### src/rtl/apb_spi_arbiter.sv
// apb_spi_arbiter
//
// Round-robin APB master that shares the single APB slave port of the
// APB-to-SPI bridge among NREQ local requesters. One requester's command is
// latched at grant time, a full APB setup/access transfer is run, and the
// read data and error status are returned with a one-cycle done pulse to that
// requester. A watchdog aborts an access phase that PREADY never completes.
//
// Ports:
//   PCLK         in   APB clock, rising edge
//   resetn       in   asynchronous reset, active high
//   req          in   [NREQ]        per-requester request level
//   req_write    in   [NREQ]        per-requester direction (1 = write)
//   req_addr     in   [NREQ*WIDTH]  per-requester address, slice i at [i*WIDTH +: WIDTH]
//   req_wdata    in   [NREQ*WIDTH]  per-requester write data, packed like req_addr
//   done         out  [NREQ]        one-hot completion pulse
//   rdata        out  [WIDTH]       read data, valid while done is high
//   err          out                PSLVERR or watchdog error, valid while done is high
//   timeout_err  out                transfer aborted by the watchdog, valid while done is high
//   busy         out                high in SETUP and ACCESS
//   PSEL, PENABLE, PWRITE, PADDR, PWDATA   out  APB master signals
//   PREADY, PSLVERR, PRDATA                in   APB slave responses

module apb_spi_arbiter #(
  parameter int NREQ    = 4,
  parameter int WIDTH   = 8,
  parameter int TIMEOUT = 255
) (
  input  logic                    PCLK,
  input  logic                    resetn,
  input  logic [NREQ-1:0]         req,
  input  logic [NREQ-1:0]         req_write,
  input  logic [NREQ*WIDTH-1:0]   req_addr,
  input  logic [NREQ*WIDTH-1:0]   req_wdata,
  output logic [NREQ-1:0]         done,
  output logic [WIDTH-1:0]        rdata,
  output logic                    err,
  output logic                    timeout_err,
  output logic                    busy,
  output logic                    PSEL,
  output logic                    PENABLE,
  output logic                    PWRITE,
  output logic [WIDTH-1:0]        PADDR,
  output logic [WIDTH-1:0]        PWDATA,
  input  logic                    PREADY,
  input  logic                    PSLVERR,
  input  logic [WIDTH-1:0]        PRDATA
);

  localparam int IDXW = (NREQ > 1) ? $clog2(NREQ) : 1;

  // Last ACCESS cycle allowed before the watchdog fires: the counter is 0 in
  // the first ACCESS cycle, so the access phase lasts at most TIMEOUT cycles.
  localparam logic [7:0] WD_LAST = 8'(TIMEOUT - 1);

  typedef enum logic [1:0] {
    IDLE   = 2'd0,
    SETUP  = 2'd1,
    ACCESS = 2'd2
  } state_t;

  state_t          state, state_next;
  logic [IDXW-1:0] rr_ptr;
  logic [IDXW-1:0] owner;
  logic [IDXW-1:0] grant_idx;
  logic [IDXW-1:0] grant_next_ptr;
  logic            grant_valid;
  logic            take_grant;
  logic            finish;
  logic            timed_out;
  logic [7:0]      wd_cnt;

  // (base + off) modulo NREQ, for off in 0..NREQ-1.
  function automatic logic [IDXW-1:0] wrap_add(input logic [IDXW-1:0] base,
                                               input int off);
    int sum;
    sum = int'(base) + off;
    if (sum >= NREQ) sum = sum - NREQ;
    return IDXW'(sum);
  endfunction

  // Round-robin search starting at rr_ptr. Iterating from the farthest offset
  // down to zero lets the nearest set request overwrite the others.
  always_comb begin
    grant_valid = 1'b0;
    grant_idx   = '0;
    for (int i = NREQ - 1; i >= 0; i--) begin
      if (req[wrap_add(rr_ptr, i)]) begin
        grant_valid = 1'b1;
        grant_idx   = wrap_add(rr_ptr, i);
      end
    end
  end

  assign grant_next_ptr = (grant_idx == IDXW'(NREQ - 1)) ? '0 : grant_idx + IDXW'(1);

  always_ff @(posedge PCLK or posedge resetn) begin
    if (resetn) state <= IDLE;
    else        state <= state_next;
  end

  // PREADY is tested before the watchdog so a response arriving in the last
  // allowed ACCESS cycle completes normally.
  always_comb begin
    state_next = state;
    take_grant = 1'b0;
    finish     = 1'b0;
    timed_out  = 1'b0;
    PSEL       = 1'b0;
    PENABLE    = 1'b0;
    busy       = 1'b0;
    case (state)
      IDLE: begin
        if (grant_valid) begin
          take_grant = 1'b1;
          state_next = SETUP;
        end
      end
      SETUP: begin
        PSEL       = 1'b1;
        busy       = 1'b1;
        state_next = ACCESS;
      end
      ACCESS: begin
        PSEL    = 1'b1;
        PENABLE = 1'b1;
        busy    = 1'b1;
        if (PREADY) begin
          finish     = 1'b1;
          state_next = IDLE;
        end else if (wd_cnt == WD_LAST) begin
          finish     = 1'b1;
          timed_out  = 1'b1;
          state_next = IDLE;
        end
      end
      default: state_next = IDLE;
    endcase
  end

  // Command latch, round-robin pointer, watchdog and completion reporting.
  // The command is captured only at grant, so requester inputs may change
  // freely once a transfer has started.
  always_ff @(posedge PCLK or posedge resetn) begin
    if (resetn) begin
      rr_ptr      <= '0;
      owner       <= '0;
      PWRITE      <= 1'b0;
      PADDR       <= '0;
      PWDATA      <= '0;
      wd_cnt      <= '0;
      done        <= '0;
      rdata       <= '0;
      err         <= 1'b0;
      timeout_err <= 1'b0;
    end else begin
      done <= '0;
      if (take_grant) begin
        owner  <= grant_idx;
        rr_ptr <= grant_next_ptr;
        PWRITE <= req_write[grant_idx];
        PADDR  <= req_addr[grant_idx*WIDTH +: WIDTH];
        PWDATA <= req_wdata[grant_idx*WIDTH +: WIDTH];
      end
      if (state == SETUP)       wd_cnt <= '0;
      else if (state == ACCESS) wd_cnt <= wd_cnt + 8'd1;
      if (finish) begin
        done[owner] <= 1'b1;
        err         <= timed_out ? 1'b1 : PSLVERR;
        timeout_err <= timed_out;
        if (!timed_out && !PWRITE) rdata <= PRDATA;
      end
    end
  end

endmodule

### config.mk
export PLATFORM = sky130hd
export DESIGN_NAME = apb_spi_arbiter
export DESIGN_NICKNAME = d
export VERILOG_FILES = /design/src/rtl/apb_spi_arbiter.sv
export SDC_FILE = /design/constraint.sdc
export NUM_CORES = 1
export LEC_CHECK = 0
export ABC_AREA = 1
export BUFFER_PORTS_ARGS = -buffer_cell sky130_fd_sc_hd__buf_2
export CAP_MARGIN = 25
export CORE_MARGIN = 3
export CORE_UTILIZATION = 52
export CTS_CLUSTER_DIAMETER = 100
export DETAILED_ROUTE_END_ITERATION = 10
export PLACE_DENSITY = 0.91
export RECOVER_POWER = 25
export SYNTH_ARGS = -nofsm -noshare
export SYNTH_HDL_FRONTEND = slang
export SYNTH_SLANG_ARGS = --single-unit
### constraint.sdc
create_clock -name PCLK -period 3.8 [get_ports PCLK]
set_input_delay 0.57 -clock PCLK [delete_from_list [all_inputs] [get_ports PCLK]]
set_output_delay 0.57 -clock PCLK [all_outputs]
set_load 0.03 [all_outputs]
Word level (Yosys, flattened, before mapping)

Index checks and enable logic that the tools add are counted.

Bits in writable memories: 0
Output and inout port bits: 34
Input port bits: 84
Memories: 0
Logic and storage cells: 90
Register bits: 45
Memory bits (read-only): 0
Bits in latches: 0

Reduce and logical (&&, ||, !) cells: 9
Magnitude comparators: 11
Divide/modulo/power cells: 0
Bitwise gates (word level): 0
Multiply operators: 0
Shift operators: 2
Multiplexer cells: 42
$add $sub $neg: 9
Equal/unequal tests: 6

Operators with widths:

| kind                | count |
|---|---|
| $shiftx 32x6->8     | 2 |
| $mux 2              | 12 |
| $mux 1              | 20 |
| $lt 2x3->1 const B  | 6 |
| $mux 8              | 2 |
| $bmux 1 s2          | 5 |
| $ge 3x3->1 const B  | 3 |
| $add 8x1->8 const B | 1 |
| $eq 8x8->1 const B  | 1 |
| $sub 2x1->2 const B | 4 |
| $add 2x2->3 const B | 2 |
| $pmux 2 s3          | 1 |
| $eq 2x2->1 const B  | 2 |
| $mux 4              | 1 |
| $reduce_and 2->1    | 2 |
| $add 2x1->3 const B | 1 |
| $ge 2x3->1 const B  | 1 |
| $ne 3x3->1 const B  | 1 |
| $add 2x1->2 const B | 1 |
| $demux 1 s2         | 1 |
| $eq 2x1->1 const B  | 1 |
| $ge 2x1->1 const B  | 1 |
| $logic_and 1x1->1   | 2 |
| $logic_not 1->1     | 2 |
| 4 further kinds     | 4 |

Depth between registers and ports, before layout

Word-level depth: 11
Mapped depth: 14
Gate-level depth less buffers: 12

Worst setup path before layout

Ideal clock, no wire load.

Path type: reg-to-reg
Start point: reg state[0]
End point: reg rdata[0]
Buffers on the path: 1
Data required time: 3.675 ns
Arrival: 1.696 ns
Setup time: 0.125 ns
Clock period less this slack: 1.820 ns
Cell stages (with the launch flop): 7
Slack: 1.980 ns
Cells stage by stage: dfrtp_1 -> inv_1 -> ha_1 -> nand2_1 -> or2_2 -> clkbuf_1 -> mux2_2

Longest elaborated chain between the ends: 5
Elaborated cells on any way between the ends: 6
Classes of those cells: eq/ne: 1; mux: 2; reduce/logical: 3

RTL lines:

| what                           | line | text |
|---|---|---|
| start, declared                | 62   | `state_t state, state_next;` |
| start signal, assigned         | 99   | `else state <= state_next;` |
| $eq 2x2->1 (*)                 | 112  | `case (state)` |
| $mux 1                         | 112  |  |
| $logic_not 1->1                | 171  | `if (!timed_out && !PWRITE) rdata <= PRDATA;` |
| $logic_and 1x1->1              | 171  |  |
| $reduce_and 2->1 (no line) (*) | -    |  |
| end signal, assigned           | 153  | `rdata <= '0;` |
| end signal, assigned           | 171  |  |
| end, declared                  | 36   | `output logic [WIDTH-1:0] rdata,` |

Every way passes the cells marked *; elsewhere a longest branch is shown, timed or not.
A chain may end at the register's enable or synchronous reset.

Worst setup path after layout

Start point: reg rr_ptr[0]
End point: reg PWRITE

Longest elaborated chain between the ends: 11
Elaborated cells on any way between the ends: 35
Classes of those cells: add/sub: 7; order compare: 4; mux: 24

RTL lines:

| what                                                  | line     | text |
|---|---|---|
| start, declared                                       | 63       | `logic [IDXW-1:0] rr_ptr;` |
| start signal, assigned                                | 160      | `rr_ptr <= grant_next_ptr;` |
| $add 2x2->3                                           | 77       | `sum = int'(base) + off;` |
| $ge 3x3->1 / $sub 2x1->2 (equally long branches)      | 78       | `if (sum >= NREQ) sum = sum - NREQ;` |
| $mux 2                                                | 78       |  |
| $bmux 1 s2                                            | 88       | `if (req[wrap_add(rr_ptr, i)]) begin` |
| $mux 1 (implied by the code)                          | 88       |  |
| $mux 2 / $mux 1 (equally long branches) (4 in series) | 88       |  |
| $bmux 1 s2 / $mux 1 (equally long branches)           | 161, 114 |  |
| $mux 1, on equally long branches                      | 161, 112 |  |
| end signal, assigned                                  | 161      | `PWRITE <= req_write[grant_idx];` |
| end, declared                                         | 42       | `output logic PWRITE,` |

Several ways; a longest one is shown, not always the timed one. The select of a mux whose other input is x is not followed.

==> flow_metrics.env <==
export IMPL_status="finished with violations"
export IMPL_failed_checks="capacitance limit, slew limit"
export IMPL_synth_top_area_cell="dfrtp_1"
export IMPL_drive_gt1_share_pct=33.8
export IMPL_crit_path_top_delay_cell="inv_1"
export IMPL_portBuffers=117
export IMPL_antenna_found_initial=0
export IMPL_ys_ff_latch=45
export IMPL_dr_pass1_iters=4
export IMPL_ys_seq_area_share_pct=40.8
export IMPL_stdcell_count=522
export IMPL_area_growth_pct=23.0
export IMPL_async_flop_share_pct=100
export IMPL_synth_edff_count=0
export IMPL_fin_skew_ps=6.63
export IMPL_ios=118
export IMPL_grt_pass1_wl_um=11600
export IMPL_final_fill_count=417
export IMPL_cts_buffers=5
export IMPL_grt_pass1_vias=2601
export IMPL_grt_overflow=0
export IMPL_setup_tns_ps=0
export IMPL_post_cts_buffers=0
export IMPL_cts_hold_buffers=0
export IMPL_rows=25
export IMPL_synth_cell_types=32
export IMPL_yosysWarnings=0
export IMPL_die_area_um2=6220
export IMPL_clock_root_buffer="clkbuf_8"
export IMPL_cp_end_kind="flop"
export IMPL_max_vdd_ir_drop_mv=0.626
export IMPL_fmax_mhz=376
export IMPL_cts_reportedPaths_clkPinSlew_ps=80
export IMPL_place_congestion=0.854
export IMPL_drt_wirelength_per_cell_um=13.6
export IMPL_synth_common_cells="nand2_1, nand3_1, dfrtp_1"
export IMPL_synth_cells=349
export IMPL_diodes=0
export IMPL_regArea_um2=1130
export IMPL_final_antenna_net_count=0
export IMPL_leakage_nw=1.90
export IMPL_vias_per_cell=5.32
export IMPL_cts_tree="yes"
export IMPL_path_cells="inv_1, nand2_1, nand3_1, nand3_1, nand3b_1, nand2_1, inv_1, nand3_1, nand2_1"
export IMPL_synthesis_nets=438
export IMPL_placed_cells=514
export IMPL_synth_area_top_cells="dfrtp_1, nand3_1, nand2_1"
export IMPL_hold_path_class="flop to flop"
export IMPL_drc=0
export IMPL_syn_area_um2=2760
export IMPL_worst_slew_pin_slew_ps=1630
export IMPL_route_vias_total=2775
export IMPL_required_ps=4020
export IMPL_layout_nets=543
export IMPL_synth_flop_cell="dfrtp_1"
export IMPL_syn_area_per_cell_um2=7.91
export IMPL_setup_viol=0
export IMPL_initial_core_util_pct=56.2
export IMPL_clock_sinks=45
export IMPL_multi_input_area_um2=1380
export IMPL_fp_dieW_um=78.9
export IMPL_rsz0062_at_grt="no"
export IMPL_slowest_delay_ps=640
export IMPL_max_slew_margin_rel_pct=-8.95
export IMPL_grtUsageTotal_pct=23.2
export IMPL_drt_wl_total_um=7110
export IMPL_worst_setup_path_start_kind="flop"
export IMPL_cts_resized=0
export IMPL_max_cap_violations=1
export IMPL_ctsHtreeMaxLevel=2
export IMPL_dp_hpwl_um=5480
export IMPL_hold_viol=0
export IMPL_fin_crit_sh_pct=69.9
export IMPL_finalCriticalPeriod_ps=2660
export IMPL_worstPathArrival_ps=2880
export IMPL_core_area_um2=4910
export IMPL_clkLatencyLatePin_ps=290
export IMPL_p_per_area_nw_per_um2=1020
export IMPL_dieHeight_um=78.9
export IMPL_clk_path_buf_depth=2
export IMPL_grt_max_degree=46
export IMPL_worstPathMaxFanout=21
export IMPL_synth_top_area_share_pct=40.8
export IMPL_slew_violations=46
export IMPL_criticalPathCategory="flop to flop"
export IMPL_drtIter0Drc=124
==> state kept, by name, indices dropped and copies added (netlist names) <==
signal and count:
state 2, wd_cnt 8, err 1, rr_ptr 2, PADDR 8, done 4
timeout_err 1, PWRITE 1, owner 2, PWDATA 8, rdata 8
==> through the flow <==
stage / power [W] / cell area (um2) / setup slack, ps / util [%] / hold slack [ps]
floorplan: 0.00278 / 2760 / 1980 / - / 432
global placement: 0.00303 / 3280 / 1290 / 66.8 / 442
detailed placement: 0.00312 / 3280 / 1150 / 66.8 / 444
CTS: 0.00349 / 3400 / 1200 / 69.2 / 459
global route: 0.00377 / 3400 / 892 / 69.2 / 457
finish: 0.00348 / 3400 / 1140 / 69.2 / 459
==> per-layer routing <==
layer	up-vias	share of wire (%)	global-route usage (%)
li1	1359	-	-
met1	1253	40	29.4
met2	144	48	37.6
met3	19	9.7	6.69
met4	0	2.5	9.11
met5	-	0	0
==> cell families (layout without fill, tap and decap cells) <==
group / after synthesis / after routing / synth area share, %
AND/OR/NAND/NOR: 220 / 220 / 39.4
buffers and inverters: 47 / 153 / 9.24
flip-flops: 45 / 45 / 40.8
AO/OA/AOI/OAI: 23 / 23 / 4.76
multiplexers: 8 / 8 / 3.26
adder cells (fa/ha/maj): 5 / 5 / 2.27
XOR/XNOR: 1 / 1 / 0.317
==> worst paths after layout <==
path	slack [ps]	from	end	depth (start not counted)
hold / removal	460	owner[0]	done[0]	1
setup / recovery	1140	rr_ptr[0]	PWRITE	9
hold reg to reg	460	owner[0]	done[0]	1
min in group asynchronous	770	resetn	rdata[1]	2
setup reg to reg	1140	rr_ptr[0]	PWRITE	9
max in group asynchronous	2070	resetn	PWRITE	2
==> cell usage in the layout, fill, tap and decap left out, types with 2 or more instances in the layout <==
cell      synthesis  routed
nor2_1            6       6
mux2_2            8       8
nand3_1          93      93
inv_2             4       4
nor3_1            8       8
clkbuf_8          0       6
nand2_1          93      93
o22ai_1           2       2
o21bai_1          3       3
nand2_2           3       3
ha_1              5       5
nand2_4          11      11
buf_2             5     117
o21ai_1           3       3
o21ai_0           6       6
dfrtp_1          45      45
inv_1            24      24
a21oi_1           6       6
==> critical path: cells and delay by family, from the launching register on <==
family | cells | cell delay (ps)
buffers and inverters | 2 | 810
DFF | 1 | 600
and+or+nand+nor | 7 | 1180
==> layout make-up <==
class                           count  share of cell area [%]
Multi-Input combinational cell    257                    40.6
Sequential cell                    45                    33.1
Clock inverter                      1                   0.884
Inverter                           28                    3.09
Timing Repair Buffer              117                    17.2
Tap cell                           67                    2.47
Clock buffer                        7                    2.54
==> power breakdown <==
part | total [W] | internal, W | switching (W)
clock network | 0.000369 | 0.000214 | 0.000155
logic | 0.00227 | 0.000695 | 0.00157
registers | 0.000839 | 0.000690 | 0.000149
total | 0.00348 | 0.00160 | 0.00188
No activity file was read; power rests on OpenSTA's default activity.
